**config.mk**
```make
export PLATFORM = sky130hd
export DESIGN_NAME = adc_spi_slave_flat
export DESIGN_NICKNAME = d
export VERILOG_FILES = /design/src/rtl/adc_model_pkg.sv /design/src/rtl/adc_multi_model_if.sv /design/src/rtl/adc_spi_slave.sv /design/src/flat_wrapper.sv
export SDC_FILE = /design/constraint.sdc
export NUM_CORES = 1
export LEC_CHECK = 0
export CAP_MARGIN = 0
export CORE_MARGIN = 1
export CORE_UTILIZATION = 51
export DETAILED_ROUTE_END_ITERATION = 10
export PLACE_DENSITY_LB_ADDON = 0.1
export SYNTH_ARGS = -nofsm -noshare
export SYNTH_HDL_FRONTEND = slang
export SYNTH_SLANG_ARGS = --single-unit
export TNS_END_PERCENT = 20
```
**constraint.sdc**
```tcl
create_clock -name clk -period 2.4 [get_ports clk]
set_input_delay 0.36 -clock clk [delete_from_list [all_inputs] [get_ports clk]]
set_output_delay 0.36 -clock clk [all_outputs]
set_load 0.005 [all_outputs]
```
**src/rtl/adc_model_pkg.sv**
```systemverilog
// Shared types and frame geometry for the multi-channel SPI A2D behavioural model.
package adc_model_pkg;
  typedef enum logic [1:0] {IDLE, SHIFT, WAIT_SS} frame_state_t;
  localparam int FRAME_BITS = 16;
  localparam int CH_MSB     = 13;
  localparam int CH_LSB     = 11;
endpackage

```
**src/rtl/adc_multi_model_if.sv**
```systemverilog
// Master-driven SPI pins of the A2D model (MISO is a tristate pin on the top level).
interface adc_multi_model_if;
  logic SS_n;
  logic SCLK;
  logic MOSI;

  modport master (output SS_n, output SCLK, output MOSI);
  modport slave  (input SS_n, input SCLK, input MOSI);
endinterface

```
**src/rtl/adc_spi_slave.sv**
```systemverilog
// SPI frame engine: pin synchronisers, edge detect, frame FSM and shift registers.
module adc_spi_slave
  import adc_model_pkg::*;
(
  input  logic                  clk,
  input  logic                  rst_n,
  adc_multi_model_if.slave      spi,
  input  logic [FRAME_BITS-1:0] tx_word_i,
  output logic [FRAME_BITS-1:0] rx_word_o,
  output logic                  frame_start_o,
  output logic                  frame_done_o,
  output logic                  miso_bit_o,
  output logic                  miso_en_o
);
  frame_state_t          state_q, state_d;
  logic [2:0]            ss_q, sclk_q;
  logic [1:0]            mosi_q;
  logic [4:0]            bit_cnt_q, bit_cnt_d;
  logic [FRAME_BITS-1:0] rx_q, rx_d, tx_q, tx_d;
  logic                  ss_fall, ss_rise, sclk_rise, sclk_fall;

  // SS_n sync resets low so a select still held across reset never looks like a new fall
  always_ff @(posedge clk or negedge rst_n) begin
    if (!rst_n) begin
      ss_q      <= '0;
      sclk_q    <= '1;
      mosi_q    <= '0;
      state_q   <= IDLE;
      bit_cnt_q <= '0;
      rx_q      <= '0;
      tx_q      <= '0;
    end else begin
      ss_q      <= {ss_q[1:0], spi.SS_n};
      sclk_q    <= {sclk_q[1:0], spi.SCLK};
      mosi_q    <= {mosi_q[0], spi.MOSI};
      state_q   <= state_d;
      bit_cnt_q <= bit_cnt_d;
      rx_q      <= rx_d;
      tx_q      <= tx_d;
    end
  end

  assign ss_fall   = ss_q[2] & ~ss_q[1];
  assign ss_rise   = ~ss_q[2] & ss_q[1];
  assign sclk_rise = ~sclk_q[2] & sclk_q[1];
  assign sclk_fall = sclk_q[2] & ~sclk_q[1];

  always_comb begin
    state_d       = state_q;
    bit_cnt_d     = bit_cnt_q;
    rx_d          = rx_q;
    tx_d          = tx_q;
    frame_start_o = 1'b0;
    frame_done_o  = 1'b0;
    case (state_q)
      IDLE: begin
        if (ss_fall) begin
          state_d       = SHIFT;
          tx_d          = tx_word_i;
          bit_cnt_d     = '0;
          frame_start_o = 1'b1;
        end
      end
      SHIFT: begin
        if (ss_rise) begin
          state_d = IDLE;
        end else begin
          if (sclk_rise) begin
            rx_d      = {rx_q[FRAME_BITS-2:0], mosi_q[1]};
            bit_cnt_d = bit_cnt_q + 5'd1;
            if (bit_cnt_q == 5'(FRAME_BITS - 1)) begin
              frame_done_o = 1'b1;
              state_d      = WAIT_SS;
            end
          end
          // the leading fall precedes the first sample, so bit 15 must survive it
          if (sclk_fall && bit_cnt_q != 5'd0)
            tx_d = {tx_q[FRAME_BITS-2:0], 1'b0};
        end
      end
      WAIT_SS: begin
        if (ss_rise)
          state_d = IDLE;
      end
      default: state_d = IDLE;
    endcase
  end

  assign rx_word_o  = rx_d;
  assign miso_bit_o = tx_q[FRAME_BITS-1];
  assign miso_en_o  = (state_q != IDLE);
endmodule

```
**src/flat_wrapper.sv**
```systemverilog
// flat-port wrapper written by rule: the top's interface ports become plain ports
module adc_spi_slave_flat import adc_model_pkg::*;
  (clk, rst_n, tx_word_i, rx_word_o, frame_start_o, frame_done_o, miso_bit_o, miso_en_o, spi_SS_n, spi_SCLK, spi_MOSI);
  adc_multi_model_if spi_i ();
  input  logic clk;
  input  logic rst_n;
  input  logic [FRAME_BITS-1:0] tx_word_i;
  output logic [FRAME_BITS-1:0] rx_word_o;
  output logic frame_start_o;
  output logic frame_done_o;
  output logic miso_bit_o;
  output logic miso_en_o;
  input wire logic [$bits(spi_i.SS_n)-1:0] spi_SS_n;
  input wire logic [$bits(spi_i.SCLK)-1:0] spi_SCLK;
  input wire logic [$bits(spi_i.MOSI)-1:0] spi_MOSI;
  assign spi_i.SS_n = spi_SS_n;
  assign spi_i.SCLK = spi_SCLK;
  assign spi_i.MOSI = spi_MOSI;
  adc_spi_slave u_core (.clk(clk), .rst_n(rst_n), .spi(spi_i), .tx_word_i(tx_word_i), .rx_word_o(rx_word_o), .frame_start_o(frame_start_o), .frame_done_o(frame_done_o), .miso_bit_o(miso_bit_o), .miso_en_o(miso_en_o));
endmodule
```
==> results of run 1 <==
state kept, by name, summed over array words and instances, names as in the netlist:
register          count
u_core.rx_q          16
u_core.tx_q          16
u_core.mosi_q         2
u_core.sclk_q         3
u_core.ss_q           3
u_core.state_q        2
u_core.bit_cnt_q      5
per-stage QoR:
stage / setup TNS, ns / cell area [sq um] / worst slack (ns)
floorplan: 0 / 2048 / 0.4706
global placement: 0 / 2521 / 0.2137
detailed placement: 0 / 2521 / 0.1771
CTS: -1.219 / 2715 / -0.1394
global route: -1.836 / 2728 / -0.2043
finish: -1.052 / 2728 / -0.1237
cells by family (layout without fill, tap and decap cells):
group | count (synthesis) | in the layout | share of synthesized area
xor+xnor | 1 | 1 | 0.004277
simple gates | 30 | 30 | 0.1032
fa+ha+maj | 3 | 3 | 0.01833
mux | 17 | 17 | 0.1081
buf+inv | 10 | 63 | 0.03054
compound gates | 41 | 41 | 0.1594
flops | 47 | 47 | 0.5761
report_power, final:
| group | internal [mW] | switching, mW | leakage [nW] |
|---|---|---|---|
| clock network | 0.415 | 0.264 | 0.0644 |
| logic | 0.319 | 0.242 | 0.554 |
| registers | 0.970 | 0.119 | 0.594 |
worst max-delay path: stages (launching register included):
cell and delay [ns]:
dfstp_2 0.57, nand2b_4 0.08, nor3_4 0.17, bufbuf_16 0.30
mux2_4 0.31, clkdlybuf4s50_1 0.44
worst max-delay path by stage:
stage	from	endpoint	depth (start not counted)
floorplan	u_core.sclk_q[1]$_DFF_PN1_	rx_word_o[10]	4
finish	u_core.sclk_q[1]$_DFF_PN1_	rx_word_o[9]	5
global placement	u_core.sclk_q[1]$_DFF_PN1_	rx_word_o[0]	5
global route	u_core.sclk_q[1]$_DFF_PN1_	rx_word_o[8]	5
detailed placement	u_core.sclk_q[1]$_DFF_PN1_	rx_word_o[15]	5
CTS	u_core.sclk_q[1]$_DFF_PN1_	rx_word_o[9]	5
routing by layer:
metal | up-vias | share of wire
met5 | - | 0
li1 | 654 | -
met3 | 9 | 0.035
met4 | 0 | 0.021
met1 | 702 | 0.46
met2 | 31 | 0.48
layout by cell type, fill, tap and decap left out, drive strengths merged, types with 2 or more instances in the layout:
| cell | synthesis | layout |
|---|---|---|
| nor2 | 5 | 5 |
| or2 | 2 | 2 |
| nand2b | 5 | 5 |
| nor3 | 2 | 2 |
| inv | 4 | 4 |
| clkdlybuf4s50 | 0 | 31 |
| o21bai | 2 | 2 |
| ha | 3 | 3 |
| buf | 5 | 11 |
| bufinv | 0 | 2 |
| a22oi | 15 | 15 |
| a21oi | 4 | 4 |
| nand2 | 4 | 4 |
| nand3 | 3 | 3 |
| dlygate4sd2 | 0 | 7 |
| dfrtp | 44 | 44 |
| o2bb2ai | 15 | 15 |
| mux2 | 17 | 17 |
| nor2b | 3 | 3 |
| clkbuf | 1 | 5 |
| nor4b | 2 | 2 |
| dfstp | 3 | 3 |
cell type report:
type,count,area (sq um)
multi-input combinational,92,823.3
fill,270,1016
timing repair buffer,51,509.2
tap,48,60.06
sequential,47,1184
inverter,4,15.01
clock inverter,3,67.56
clock buffer,5,68.82
what timing repair did:
action	4_1_cts	5_1_grt
cloned	1	0
setup buffers	3	0
endpoints found under the setup margin	17	17
resized for setup	10	5
pin swaps	1	0
==> metrics.md, run 1 <==
| Metric | Value |
|---|---|
| FFs w/ async S/R, synth | 1.000 |
| Min Tclk post-route | 2.524 ns |
| Worst rel slew slack | 0.6195 |
| Die Footprint | 0.004273 sq mm |
| Post-route ant nets | 0 |
| Total gr overflow | 0 |
| WL per Instance | about 17 um |
| Layout net count | around 230 |
| Number of diodes | 0 |
| Worst-path clk slew | roughly 0.090 ns |
| First-pass GRT wire length | 6.969 mm |
| CTS tree | built |
| Top post-synthesis cells by area | dfrtp_1, o2bb2ai_1, mux2_4 |
| HP Class | in2async |
| CTS sink count | 47 |
| Fmax | 396.2 MHz |
| GR peak layer | met2 |
| Clock Skews | 0.003991 ns |
| Post-Syn Area per Cell | 13.75 sq um |
| Final Cycle Share | 1.052 |
| Worst Path Arrival | ~2.2 ns |
| RSZ-0062 raised after global routing | true |
| Post-Place Cells | 238 |
| Global routing usage on met1 | 0.2899 |
| H-tree depth | 2 |
| Status | complete, but fails checks |
| Power per standard cell area | 854.1 mW/mm^2 |
| Detailed-route DRC error count | 0 |
| Seq cells post-synth | 47 |
| Reg2reg start | u_core.bit_cnt_q[1]$_DFFE_PN0P_ |
| Worst Reg-to-Reg Cells | 7 |
| Max Cap Viol | 0 |
| Gr usage total | 0.2233 |
| Critical-path maximum fanout | 8 |
| Worst slew pin tran | about 0.57 ns |
| Hold WS | 0.1303 ns |
| Die span in y | 65.37 um |
| Met3 global-route usage | 0.05556 |
| Vias in the first global route | 1499 |
| Detailed Place HPWL | 2.599 mm |
| Top-area cell type share of the netlist area | 0.5376 |
| Synthesis warning total | 0 |
| Post-synth EDFFs | 0 |
| Layout Cells excl Fill | 250 |
| Leak pwr | 1.212 nW |
| Area added between synthesis and finish | 33.17% |
| Drt first pass iters | 4 |
| Core Region | 0.003744 sq mm |
| Hold buffers post-CTS | 0 |
| Clock Latency Late Sink | approximately 0.30 ns |
| Synth cell count leaders | dfrtp_1, a22oi_1, o2bb2ai_1 |
| Initial DRC count | 65 |
| Syn Nets | 173 |
| Number of placement rows | 22 |
| Fin. max-slew vios | 0 |
| Required @ worst endpoint | roughly 2.0 ns |
| CTS max path bufs | 2 |
| R2R Setup Slk | ~0.46 ns |
| Root Driver | clkbuf_8 |
| Fin. Hold Viols | 0 |
| Fin util | 0.7286 |
| Critical Path Sink Type | output pin |
| Worst VDD drop | 753.4 uV |
| Worst setup margin | -0.1237 ns |
| Gate Count Post-Synth | 149 |
| R2r endpoint | u_core.tx_q[13]$_DFFE_PN0P_ |
| Mapped cell area | 0.002048 sq mm |
| Most common cell in the netlist | dfrtp_1 |
| Die X | 65.37 um |
| Final setup fails | 9 |
| Pwr Total | 2.330 mW |
| Layout cells sized above 1 | 0.2723 |
| Routed WL | 4.157 mm |
| GR Layer Usage met2 | 0.3582 |
| Synth Flop Type | dfrtp_1 |
| Failing checks | negative setup slack |
| Largest net degree at the start of global routing | between 40 and 50 |
| Critical Path Source Type | flop |
| Vias | 1396 |
| CTS Buf Count | 5 |
| Drt via density | ~5.6 |
| Cell variety after synth | 37 |
| Sequential area share after synthesis | 0.5761 |
| PortBufs | 40 |
| Initial Utilization | 0.5471 |
| Area leader, netlist | dfrtp_1 |
| WS Path Type | reg2out |
| Initial antenna violation count | 0 |
| Top-Level Pins | 41 |
| RD Place Congestion | 0.8058 |
Note: power is estimated with default switching activity, not from simulation.
==> run 2, diff against run 1 <==
--- a/config.mk
+++ b/config.mk
@@ -6,8 +6,9 @@
 export NUM_CORES = 1
 export LEC_CHECK = 0
 export CAP_MARGIN = 0
-export CORE_MARGIN = 1
-export CORE_UTILIZATION = 51
+export CORE_ASPECT_RATIO = 0.5
+export CORE_MARGIN = 2
+export CORE_UTILIZATION = 46
 export DETAILED_ROUTE_END_ITERATION = 10
 export PLACE_DENSITY_LB_ADDON = 0.1
 export SYNTH_ARGS = -nofsm -noshare
==> constraint.sdc (replaced) <==
create_clock -name clk -period 2.3 [get_ports clk]
set_input_delay 0.345 -clock clk [delete_from_list [all_inputs] [get_ports clk]]
set_output_delay 0.345 -clock clk [all_outputs]
set_load 0.005 [all_outputs]
==> metrics.md, run 2 (synthesized netlist as in run 1, its figures left out) <==
| Metric | Value |
|---|---|
| Fin Setup TNS | 0 ns |
| HP Class | in2async |
| Min Tclk post-route | roughly 2.2 ns |
| Post-route ant nets | 0 |
| Leak pwr | 1.241 nW |
| Final setup fails | 0 |
| Worst rel slew slack | 0.6164 |
| Number of diodes | 0 |
| Final Cycle Share | 0.9629 |
| RD Place Congestion | 0.6901 |
| Fin. max-slew vios | 0 |
| Detailed-route DRC error count | 0 |
| Worst Path Arrival | approximately 1.9 ns |
| WS Path Type | reg2out |
| Clock Latency Late Sink | 0.30 ns |
| Worst Reg-to-Reg Cells | 7 |
| Critical Path Source Type | flop |
| Initial DRC count | 48 |
| Layout Cells excl Fill | 267 |
| PortBufs | 40 |
| Worst setup margin | 0.08544 ns |
| Routed WL | 4.181 mm |
| Die X | 98.37 um |
| CTS Buf Count | 5 |
| Layout cells sized above 1 | 0.3619 |
| CTS tree | built |
| Total gr overflow | 0 |
| Vias in the first global route | 1501 |
| Largest net degree at the start of global routing | 48 |
| Status | finished, final reports clean |
| CTS max path bufs | 2 |
| Number of placement rows | 17 |
| Required @ worst endpoint | about 2.0 ns |
| H-tree depth | 2 |
| Die Footprint | 0.005035 sq mm |
| Root Driver | clkbuf_8 |
| Drt first pass iters | 4 |
| CTS sink count | between 40 and 50 |
| Pre-CTS setup slack | 0.09161 ns |
| Gr usage total | 0.1862 |
| Max stage delay on crit path | 0.57 ns |
| Critical-path maximum fanout | 4 |
| Initial Utilization | 0.4720 |
| Power per standard cell area | approximately 840 mW/mm^2 |
| First-pass GRT wire length | approximately 7.2 mm |
| Critical Path Sink Type | output pin |
| RSZ-0062 raised after global routing | false |
| Clock Skews | about 0.005 ns |
| Detailed Place HPWL | 2.636 mm |
| Area post-placement | 0.002562 sq mm |
| Vias | 1411 |
| Biggest regs | u_core.rx_q x16, u_core.tx_q x16, u_core.bit_cnt_q x5 |
| Fin util | 0.6246 |
| Pwr Total | between 2 and 2.5 mW |
| Layout net count | 233 |
| Worst-path cell chain | nand2b_4 > nor3_4 > buf_4 > buf_16 > mux2_4 > buf_2 |
| Initial antenna violation count | 0 |
| Area added between synthesis and finish | 32.32% |
| Die span in y | 51.19 um |
| Core Region | roughly 0.0043 sq mm |
| Cell area after layout | roughly 0.0027 sq mm |
| Top-Level Pins | 41 |
| Worst-path clk slew | ~0.08 ns |
| Post-Place Cells | 251 |
| WL per Instance | 15.66 um |
| Commonest non-fill, non-tap cell in the layout | dfrtp_1 |
| Fmax | 451.6 MHz |
| Drt via density | 5.285 |
| Critical-path top delay cell | dfstp_2 |
| Worst slew pin tran | around 0.58 ns |
| Worst VDD drop | 481.6 uV |
| Max Cap Viol | 0 |
| Hold WS | 0.1236 ns |
| Commonest non-fill, non-tap cells in the layout | dfrtp_1, clkdlybuf4s50_1, mux2_4 |
| Fin. Hold Viols | 0 |
## run 2: what timing repair did
| item | CTS | global route |
|---|---|---|
| pin swaps | 1 | 1 |
| hold buffers | 0 | 0 |
| buffers inserted | 7 | 2 |
| setup endpoints to repair | 17 | 17 |
| gates resized for setup | 47 | 24 |
| gates cloned | 2 | 0 |
## run 2: final timing paths
path	start	to	slack (ns)
worst min-delay path	rst_n	u_core.state_q[0]$_DFFE_PN0P_	0.12
worst max-delay path	u_core.sclk_q[1]$_DFF_PN1_	rx_word_o[9]	0.09
worst min register to register	u_core.sclk_q[0]$_DFF_PN1_	u_core.sclk_q[1]$_DFF_PN1_	0.35
worst max register to register	u_core.bit_cnt_q[1]$_DFFE_PN0P_	u_core.tx_q[0]$_DFFE_PN0P_	0.39
max in group asynchronous	rst_n	u_core.rx_q[8]$_DFF_PN0_	1.79
min in group clk	u_core.sclk_q[0]$_DFF_PN1_	u_core.sclk_q[1]$_DFF_PN1_	0.35
## run 2: power breakdown
group | switching (mW) | leakage (nW) | total [mW] | internal [mW]
clock | 0.273 | 0.0422 | 0.487 | 0.214
sequential | 0.113 | 0.598 | 1.12 | 1.01
combinational | 0.281 | 0.601 | 0.654 | 0.373
## run 2: layer usage
metal | up-vias | GRT usage | wire, um
li1 | 670 | - | -
met1 | 715 | 0.2618 | 2154
met2 | 24 | 0.2880 | 1822
met3 | 2 | 0.05335 | 171
met4 | 0 | 0.04795 | 32
met5 | - | 0 | 0
## run 2: critical path, delay by kind of cell (launching register included)
kind | cells | cell delay [ns]
flip-flops | 1 | 0.57
AND/OR/NAND/NOR | 2 | 0.28
multiplexers | 1 | 0.30
buffers and inverters | 3 | 0.41
## run 2: area by class of cell
cell class / count / area (sq um)
sequential: 47 / 1180
inverter: 4 / 15.01
clock inverter: 1 / 5.005
fill: 372 / 1629
timing repair buffer: 59 / 506.7
clock buffer: 7 / 76.32
multi-input combinational: 92 / 855.8
tap: 57 / 71.32
